==> src/rtl/vga_timing_rx.sv <==
`default_nettype none
// ============================================================================
// Module   : vga_timing_rx
// Purpose  : Receives VGA-style sync/blanking signals and measures their
//            timing against the configured video mode. Once two consecutive
//            frames match, the block reports lock. It then emits per-pixel
//            column/row coordinates. Any timing deviation while locked drops
//            lock and raises a single-cycle error pulse.
// Ports    : clk          - pixel clock
//            reset        - asynchronous active-high reset
//            hsync/vsync  - active-low syncs, synchronous to clk
//            display_en   - high during active pixels
//            xcoord/ycoord- active pixel column / row (0 when not valid)
//            pixel_valid  - coordinates belong to the current pixel
//            frame_start  - one-cycle pulse per vsync falling edge
//            locked       - incoming timing matches the parameters
//            timing_err   - one-cycle pulse when lock is lost
//            line_len     - last measured clocks per line
// Revision : 1.0 - initial release
// ============================================================================
module vga_timing_rx #(
    parameter int H_SYNC_WAIT   = 96,
    parameter int H_BACK_PORCH  = 48,
    parameter int SCREEN_WIDTH  = 640,
    parameter int LINE_WAIT     = 800,
    parameter int V_SYNC_WAIT   = 2,
    parameter int V_BACK_PORCH  = 33,
    parameter int SCREEN_HEIGHT = 480,
    parameter int V_LINES_WAIT  = 525
) (
    input  logic       clk,
    input  logic       reset,
    input  logic       hsync,
    input  logic       vsync,
    input  logic       display_en,
    output logic [9:0] xcoord,
    output logic [9:0] ycoord,
    output logic       pixel_valid,
    output logic       frame_start,
    output logic       locked,
    output logic       timing_err,
    output logic [9:0] line_len
);

    localparam logic [9:0]  c_CNT_MAX       = 10'd1023;
    localparam logic [9:0]  c_LINE_WAIT     = 10'(LINE_WAIT);
    localparam logic [9:0]  c_SCREEN_WIDTH  = 10'(SCREEN_WIDTH);
    localparam logic [10:0] c_V_LINES_WAIT  = 11'(V_LINES_WAIT);
    localparam logic [10:0] c_SCREEN_HEIGHT = 11'(SCREEN_HEIGHT);

    // A mode whose intervals do not fit in a line/frame, or whose totals do
    // not fit the 10-bit counters, can never be matched; such a
    // configuration reports a permanent mismatch instead of locking on a
    // truncated value.
    localparam bit c_H_FIT      = (H_SYNC_WAIT + H_BACK_PORCH + SCREEN_WIDTH) <= LINE_WAIT;
    localparam bit c_V_FIT      = (V_SYNC_WAIT + V_BACK_PORCH + SCREEN_HEIGHT) <= V_LINES_WAIT;
    localparam bit c_RANGE_OK   = (LINE_WAIT < 1023) && (V_LINES_WAIT < 1023);
    localparam bit c_PARAMS_OK  = c_H_FIT && c_V_FIT && c_RANGE_OK;

    typedef enum logic [1:0] {
        SEARCH = 2'd0,
        CHECK  = 2'd1,
        LOCKED = 2'd2
    } state_t;

    // ------------------------------------------------------------------
    // Input staging and edge detection
    // ------------------------------------------------------------------
    logic r_hs_s1, r_hs_s2, r_vs_s1, r_vs_s2, r_de_s1;
    logic w_hs_fall, w_vs_fall;

    always_ff @(posedge clk or posedge reset) begin
        if (reset) begin
            r_hs_s1 <= 1'b1;
            r_hs_s2 <= 1'b1;
            r_vs_s1 <= 1'b1;
            r_vs_s2 <= 1'b1;
            r_de_s1 <= 1'b0;
        end else begin
            r_hs_s1 <= hsync;
            r_hs_s2 <= r_hs_s1;
            r_vs_s1 <= vsync;
            r_vs_s2 <= r_vs_s1;
            r_de_s1 <= display_en;
        end
    end

    assign w_hs_fall = r_hs_s2 & ~r_hs_s1;
    assign w_vs_fall = r_vs_s2 & ~r_vs_s1;

    // ------------------------------------------------------------------
    // Measurement counters
    // ------------------------------------------------------------------
    logic [9:0] r_hcnt, r_vcnt, r_acnt, r_lcnt, r_line_len;
    logic       r_frame_start;
    logic       w_line_active;

    // The line that just ended carried active pixels.
    assign w_line_active = w_hs_fall && (r_acnt != 10'd0);

    always_ff @(posedge clk or posedge reset) begin
        if (reset) begin
            r_hcnt        <= 10'd0;
            r_vcnt        <= 10'd0;
            r_acnt        <= 10'd0;
            r_lcnt        <= 10'd0;
            r_line_len    <= 10'd0;
            r_frame_start <= 1'b0;
        end else begin
            if (w_hs_fall) begin
                r_hcnt     <= 10'd1;
                r_line_len <= r_hcnt;
            end else if (r_hcnt != c_CNT_MAX) begin
                r_hcnt <= r_hcnt + 10'd1;
            end

            // vsync clear wins over a coincident hsync edge.
            if (w_vs_fall) begin
                r_vcnt <= 10'd0;
            end else if (w_hs_fall && (r_vcnt != c_CNT_MAX)) begin
                r_vcnt <= r_vcnt + 10'd1;
            end

            if (w_hs_fall) begin
                r_acnt <= 10'd0;
            end else if (r_de_s1 && (r_acnt != c_CNT_MAX)) begin
                r_acnt <= r_acnt + 10'd1;
            end

            if (w_vs_fall) begin
                r_lcnt <= 10'd0;
            end else if (w_line_active && (r_lcnt != c_CNT_MAX)) begin
                r_lcnt <= r_lcnt + 10'd1;
            end

            r_frame_start <= w_vs_fall;
        end
    end

    // ------------------------------------------------------------------
    // Mismatch detection
    // ------------------------------------------------------------------
    // A hsync edge that coincides with the vsync edge is swallowed by the
    // vcnt/lcnt clear, yet it still closes a line of the finishing frame;
    // it is added back before the frame totals are compared.
    logic [10:0] w_vcnt_eff, w_lcnt_eff;
    logic        w_line_mm, w_frame_mm, w_lost_hs, w_mismatch;

    assign w_vcnt_eff = {1'b0, r_vcnt} + {10'd0, w_hs_fall};
    assign w_lcnt_eff = {1'b0, r_lcnt} + {10'd0, w_line_active};

    assign w_line_mm  = w_hs_fall &&
                        ((r_hcnt != c_LINE_WAIT) ||
                         ((r_acnt != 10'd0) && (r_acnt != c_SCREEN_WIDTH)));
    assign w_frame_mm = w_vs_fall &&
                        ((w_vcnt_eff != c_V_LINES_WAIT) ||
                         (w_lcnt_eff != c_SCREEN_HEIGHT));
    assign w_lost_hs  = (r_hcnt == c_CNT_MAX) && !w_hs_fall;
    assign w_mismatch = w_line_mm || w_frame_mm || w_lost_hs || !c_PARAMS_OK;

    // ------------------------------------------------------------------
    // Lock state machine
    // ------------------------------------------------------------------
    state_t r_state, w_state_next;
    logic   r_dirty, w_dirty_next;   // mismatch seen in current CHECK window
    logic   r_timing_err, w_err_next;

    always_ff @(posedge clk or posedge reset) begin
        if (reset) begin
            r_state      <= SEARCH;
            r_dirty      <= 1'b0;
            r_timing_err <= 1'b0;
        end else begin
            r_state      <= w_state_next;
            r_dirty      <= w_dirty_next;
            r_timing_err <= w_err_next;
        end
    end

    always_comb begin
        w_state_next = r_state;
        w_dirty_next = r_dirty;
        w_err_next   = 1'b0;
        case (r_state)
            SEARCH: begin
                // Whatever was measured before this edge is stale.
                if (w_vs_fall) begin
                    w_state_next = CHECK;
                    w_dirty_next = 1'b0;
                end
            end
            CHECK: begin
                if (w_vs_fall) begin
                    if (!r_dirty && !w_mismatch) begin
                        w_state_next = LOCKED;
                    end
                    w_dirty_next = 1'b0;
                end else if (w_mismatch) begin
                    w_dirty_next = 1'b1;
                end
            end
            LOCKED: begin
                if (w_mismatch) begin
                    w_state_next = SEARCH;
                    w_err_next   = 1'b1;
                end
            end
            default: begin
                w_state_next = SEARCH;
            end
        endcase
    end

    // ------------------------------------------------------------------
    // Pixel coordinate outputs
    // ------------------------------------------------------------------
    logic       r_pixel_valid;
    logic [9:0] r_xcoord, r_ycoord;
    logic       w_pix;

    assign w_pix = r_de_s1 && (r_state == LOCKED);

    always_ff @(posedge clk or posedge reset) begin
        if (reset) begin
            r_pixel_valid <= 1'b0;
            r_xcoord      <= 10'd0;
            r_ycoord      <= 10'd0;
        end else begin
            r_pixel_valid <= w_pix;
            r_xcoord      <= w_pix ? r_acnt : 10'd0;
            r_ycoord      <= w_pix ? r_lcnt : 10'd0;
        end
    end

    assign xcoord      = r_xcoord;
    assign ycoord      = r_ycoord;
    assign pixel_valid = r_pixel_valid;
    assign frame_start = r_frame_start;
    assign locked      = (r_state == LOCKED);
    assign timing_err  = r_timing_err;
    assign line_len    = r_line_len;

endmodule
`default_nettype wire

==> config.mk <==
export PLATFORM = sky130hd
export DESIGN_NAME = vga_timing_rx
export DESIGN_NICKNAME = d
export VERILOG_FILES = /design/src/rtl/vga_timing_rx.sv
export SDC_FILE = /design/constraint.sdc
export NUM_CORES = 1
export LEC_CHECK = 0
export CAP_MARGIN = 40
export CORE_ASPECT_RATIO = 0.6
export CORE_MARGIN = 1.5
export CORE_UTILIZATION = 34
export DETAILED_ROUTE_END_ITERATION = 12
export REMOVE_ABC_BUFFERS = 1
export SYNTH_ARGS = -nofsm -noshare
export SYNTH_HDL_FRONTEND = slang
export SYNTH_SLANG_ARGS = --single-unit
==> constraint.sdc <==
create_clock -name clk -period 6.5 [get_ports clk]
set_input_delay 1.95 -clock clk [delete_from_list [all_inputs] [get_ports clk]]
set_output_delay 1.95 -clock clk [all_outputs]
set_load 0.005 [all_outputs]
# Word level (Yosys, flattened, before mapping)
# Index checks and enable logic that the tools add are counted.
# op_classes
bitwise_logic	4
reduce_logical	26
addsub	6
n_mux	21
n_eq_ne	16
# op_table
operator	n
10-bit two-way mux	10
10-bit inequality test, second input constant	6
10-bit by 1-bit adder with 10-bit output, second input constant	4
10-bit by 1-bit adder with 11-bit output	2
11-bit by 10-bit inequality test with 1-bit output, second input constant	1
11-bit by 9-bit inequality test with 1-bit output, second input constant	1
10-bit == test, second input constant	1
1-bit logical AND	10
10-bit nonzero test	1
2-bit nonzero test	5
2-bit two-way mux	4
2-bit inequality test, second input constant	3
2-bit one-hot mux with 3 select lines	1
1-bit two-way mux	5
1-bit logical OR	4
4-bit AND reduction	1
1-bit logical NOT	3
3-bit inequality test, second input constant	1
3-bit AND reduction	1
1-bit AND	2
2-bit by 1-bit == test with 1-bit output, second input constant	1
2-bit == test, second input constant	1
2-bit logical NOT	1
2-bit by 1-bit inequality test with 1-bit output, second input constant	1
2 further kinds	3
# totals
output_inout_bits	34
ff_bits	81
input_bits	5
word_cells	90

# Longest topological paths before layout
# logic_depth
word_depth	14
mapped_depth	12
depth_no_buf	11

# Worst setup path after synthesis
# No wires, ideal clock.
# synth_path
path_type	register to register
start	register r_acnt[0]
end	register r_state[0]
arrival_time_ns	2.963
t_required_ns	6.361
path_buffers	0
setup_ns	0.139
setup_slack_ns	3.398
path_stages_with_launch	12
cell_sequence	dfrtp_1 > inv_1 > ha_1 > nor4b_1 > a31oi_4 > ha_1 > ha_1 > nor4b_1 > nand4_1 > or3b_1 > nor4_2 > a311oi_1
# synth_between
elab_chain_cells	12
word_cells_on_any_way	17
# synth_lines
element	line_no	text
start: declaration	94	logic [9:0] r_hcnt, r_vcnt, r_acnt, r_lcnt, r_line_len;
start signal: assignment	127	r_acnt <= r_acnt + 10'd1;
10-bit nonzero test	99, 154	
1-bit logical AND	99	assign w_line_active = w_hs_fall && (r_acnt != 10'd0);
10-bit by 1-bit adder with 11-bit output	150	assign w_lcnt_eff = {1'b0, r_lcnt} + {10'd0, w_line_active};
11-bit by 9-bit inequality test with 1-bit output	157	(w_lcnt_eff != c_SCREEN_HEIGHT));
1-bit logical OR	156	((w_vcnt_eff != c_V_LINES_WAIT) ||
1-bit logical AND	155	assign w_frame_mm = w_vs_fall &&
1-bit logical OR (*) (2 in a row)	159	assign w_mismatch = w_line_mm || w_frame_mm || w_lost_hs || !c_PARAMS_OK;
1-bit logical NOT	194	if (!r_dirty && !w_mismatch) begin
1-bit logical AND	194	
2-bit inequality test (no line)	n/a	
4-bit AND reduction (no line) (*)	n/a	
end signal: assignment	174	r_state <= w_state_next;
end: declaration	164	state_t r_state, w_state_next;
# Mark *: on every way between the ends. The rest lies on a longest branch, timed or not.
# A chain may end at the register's enable or synchronous reset.

# Worst setup path in the final report
# layout_path
start	register r_state[1]
end	output port locked
# layout_between
elab_chain_cells	1
# layout_lines
element	line_no	text
2-bit == test	239	assign locked = (r_state == LOCKED);
end: declaration	40	output logic locked,
# No other way between the ends.

==> reports/metrics.cfg <==
[global_route]
grt_pass1_vias=2944
grt_max_degree=47
grt-ovfl-total=0
grt_usage_pct=15.80
grt_pass1_wl_mm=15.03
antenna_found_initial=0

[pwr]
p_leak_nw=2.110
peakVddDrop_v=0.0001340
p_per_area_nw_per_um2=265.0
p_total_mw=1.274

[yosys]
yosysWarnings=0
yosysTopAreaCell=dfrtp_1
seq_area_frac_synth_pct=51.56
synth_area_leaders=dfrtp_1 49%, nand2_1 4.2%, and3_1 4.1%, xnor2_1 3.8%, nor2_1 3.6%
synthFlopType=dfrtp_1
synth-seq-cells=81
postSynthCellCount=397
yosysTopAreaCellShare_pct=48.89
synth_edf_count=0
synth-async-reset-ratio_pct=100.0
avgSynthCellArea_um2=9.928
synth_area_um2=3941
synth_cell_types=60

[cells_and_area]
nNetsFinal=449
fill_cells=1081
drive_above_1_share_pct=8.884
insertedDiodeCount=0
syn_to_final_growth_pct=22.00

[run]
cap_violations=0

[place]
gp_congestion=0.8604
post-dp-hpwl_mm=6.049
port_buffers=38

[critical_path]
cp-end-kind=output port
cp_data_arrival_time_ns=1.73
path_max_fanout=24
cp-start-kind=register
worstSetupPathType=register to output port
cp.required_ns=4.55

[floorplanning]
die_area_um2=12270
core_area_um2=11300
initial_core_util_pct=34.88
rows=30
pin_count=39
die_w_um=142.0
die_y_um=86.40

[cts]
clk_path_buf_depth=2
cts.htree.levels=3
clock_sinks=81
cts_resized=0
cts_tree=built
cts_inserted_buffers=9
insertion_delay_ns=0.34
clockRootBuffer=clkbuf_16
hold_buffers=0
cts.clk_slew.worst_paths_ns=0.06
postCtsSetupBuffers=0

[route]
num_vias=3017
final_antenna_net_count=0
vias_per_cell=5.037
wirelength_mm=8.644
routedWlPerCell_um=14.43
drc=0
first_iter_violations=209
drt_pass1_iterations=4

[timing]
finalHoldViolations=0
maxSlewViolCount=0
setup_viol=0
min_period_ns=3.676
timing.final.crit_share_pct=56.55
rsz0062_at_grt=no
worst_hold_slack_ns=0.3597
slew_headroom_pct=44.75
worst_pin_slew_ns=0.8279
clock_skew_ns=0.006371
tns_ns=0
timing.fmax_mhz=272.1

[hold_path]
hp-class=register to register

[status]
status=finished, final reports clean

[sequential cells by signal, summed over array words and instances (netlist names)]
register     cells
frame_start      1
line_len        10
pixel_valid      1
r_acnt          10
r_de_s1          1
r_dirty          1
r_hcnt          10
r_hs_s1          1
r_hs_s2          1
r_lcnt          10
r_state          2
r_vcnt          10
r_vs_s1          1
r_vs_s2          1
timing_err       1
xcoord          10
ycoord          10
[cells in the mapped netlist, types with 2 or more instances]
master    instances
a211oi_1          4
a21oi_1          13
a31oi_1           5
and2_1            3
and3_1           26
and3_2            2
buf_1             2
buf_2             4
clkbuf_1          8
dfrtp_1          77
dfstp_2           4
ha_1             10
inv_1            17
mux2i_1           2
nand2_1          44
nand2b_1          2
nand3_1          17
nand4_1          14
nor2_1           38
nor2b_1           2
nor3_1           10
nor3b_1           3
nor4_1            5
nor4b_1           4
o21ai_0          14
or3_1             5
or4_1             2
xnor2_1          17
xor2_1           12
[report_power, final]
part	total (mW)	internal (mW)	leakage (nW)	switching [mW]
logic	0.148	0.0679	0.868	0.0801
clock network	0.532	0.334	0.152	0.198
registers	0.594	0.543	1.09	0.0511
[cells by family (layout without fill, tap and decap cells)]
group                    after synthesis  after routing  share of synthesized area, %
AO/OA/AOI/OAI                         52             52                         9.143
XOR/XNOR                              29             29                         6.444
adder cells (fa/ha/maj)               10             10                         3.175
buffers and inverters                 34             76                         3.651
flip-flops                            81             81                         51.56
multiplexers                           2              2                        0.5080
AND/OR/NAND/NOR                      189            189                         25.52
[per-layer routing]
metal  vias to the layer above  GRT usage [%]  part of all wire, %
met2                        99          20.80                   39
met3                         7          4.751                  6.3
li1                       1477              -                    -
met4                         0          5.623                 0.83
met5                         -              0                    0
met1                      1434          24.12                   54
[worst max-delay path, cell delays in order (launching register included)]
cell and delay [ns]:
dfrtp_1 0.39, nor2b_1 0.19, buf_4 0.26, clkdlybuf4s50_1 0.54
[layout make-up]
class                           count  area (um2)  area share [%]
Clock buffer                       10       229.0           4.762
Clock inverter                      6       82.58           1.717
Inverter                           18       68.82           1.431
Multi-Input combinational cell    282        1765           36.72
Sequential cell                    81        2032           42.26
Tap cell                          160       200.2           4.163
Timing Repair Buffer               42       430.4           8.951
[per-stage QoR]
stage,area [um2],worst slack (ns),std cells,utilization (%)
final,4808,2.824,599,42.56
after global routing,4808,2.634,599,42.56
after CTS,4808,2.805,599,42.56
after detailed placement,4497,2.909,583,39.80
after global placement,4469,3.086,582,39.56
after floorplan,3865,2.477,381,-
[worst paths after layout]
| kind | from | endpoint | slack [ns] | cells after the start |
|---|---|---|---|---|
| setup / recovery | r_state[1] | locked | 2.82 | 3 |
| hold reg to reg | r_hs_s1 | r_hs_s2 | 0.36 | 0 |
| hold / removal | r_hs_s1 | r_hs_s2 | 0.36 | 0 |
| setup reg to reg | r_acnt[0] | r_state[0] | 2.92 | 11 |
| min in group asynchronous | reset | r_hcnt[6] | 1.85 | 2 |
| max in group asynchronous | reset | ycoord[4] | 3.77 | 4 |
[cell usage in the layout, fill, tap and decap left out, drive strengths merged, types with 6 or more instances in the layout]
master          n
dfrtp          77
inv            17
a31oi           6
and3           28
clkbuf         10
a21oi          13
clkdlybuf4s50  38
nor3           11
ha             10
o21ai          14
nor4            6
nand4          14
nand2          45
xnor2          17
nand3          17
xor2           12
or3             6
nor2           38
No activity file was read; power rests on OpenSTA's default activity.
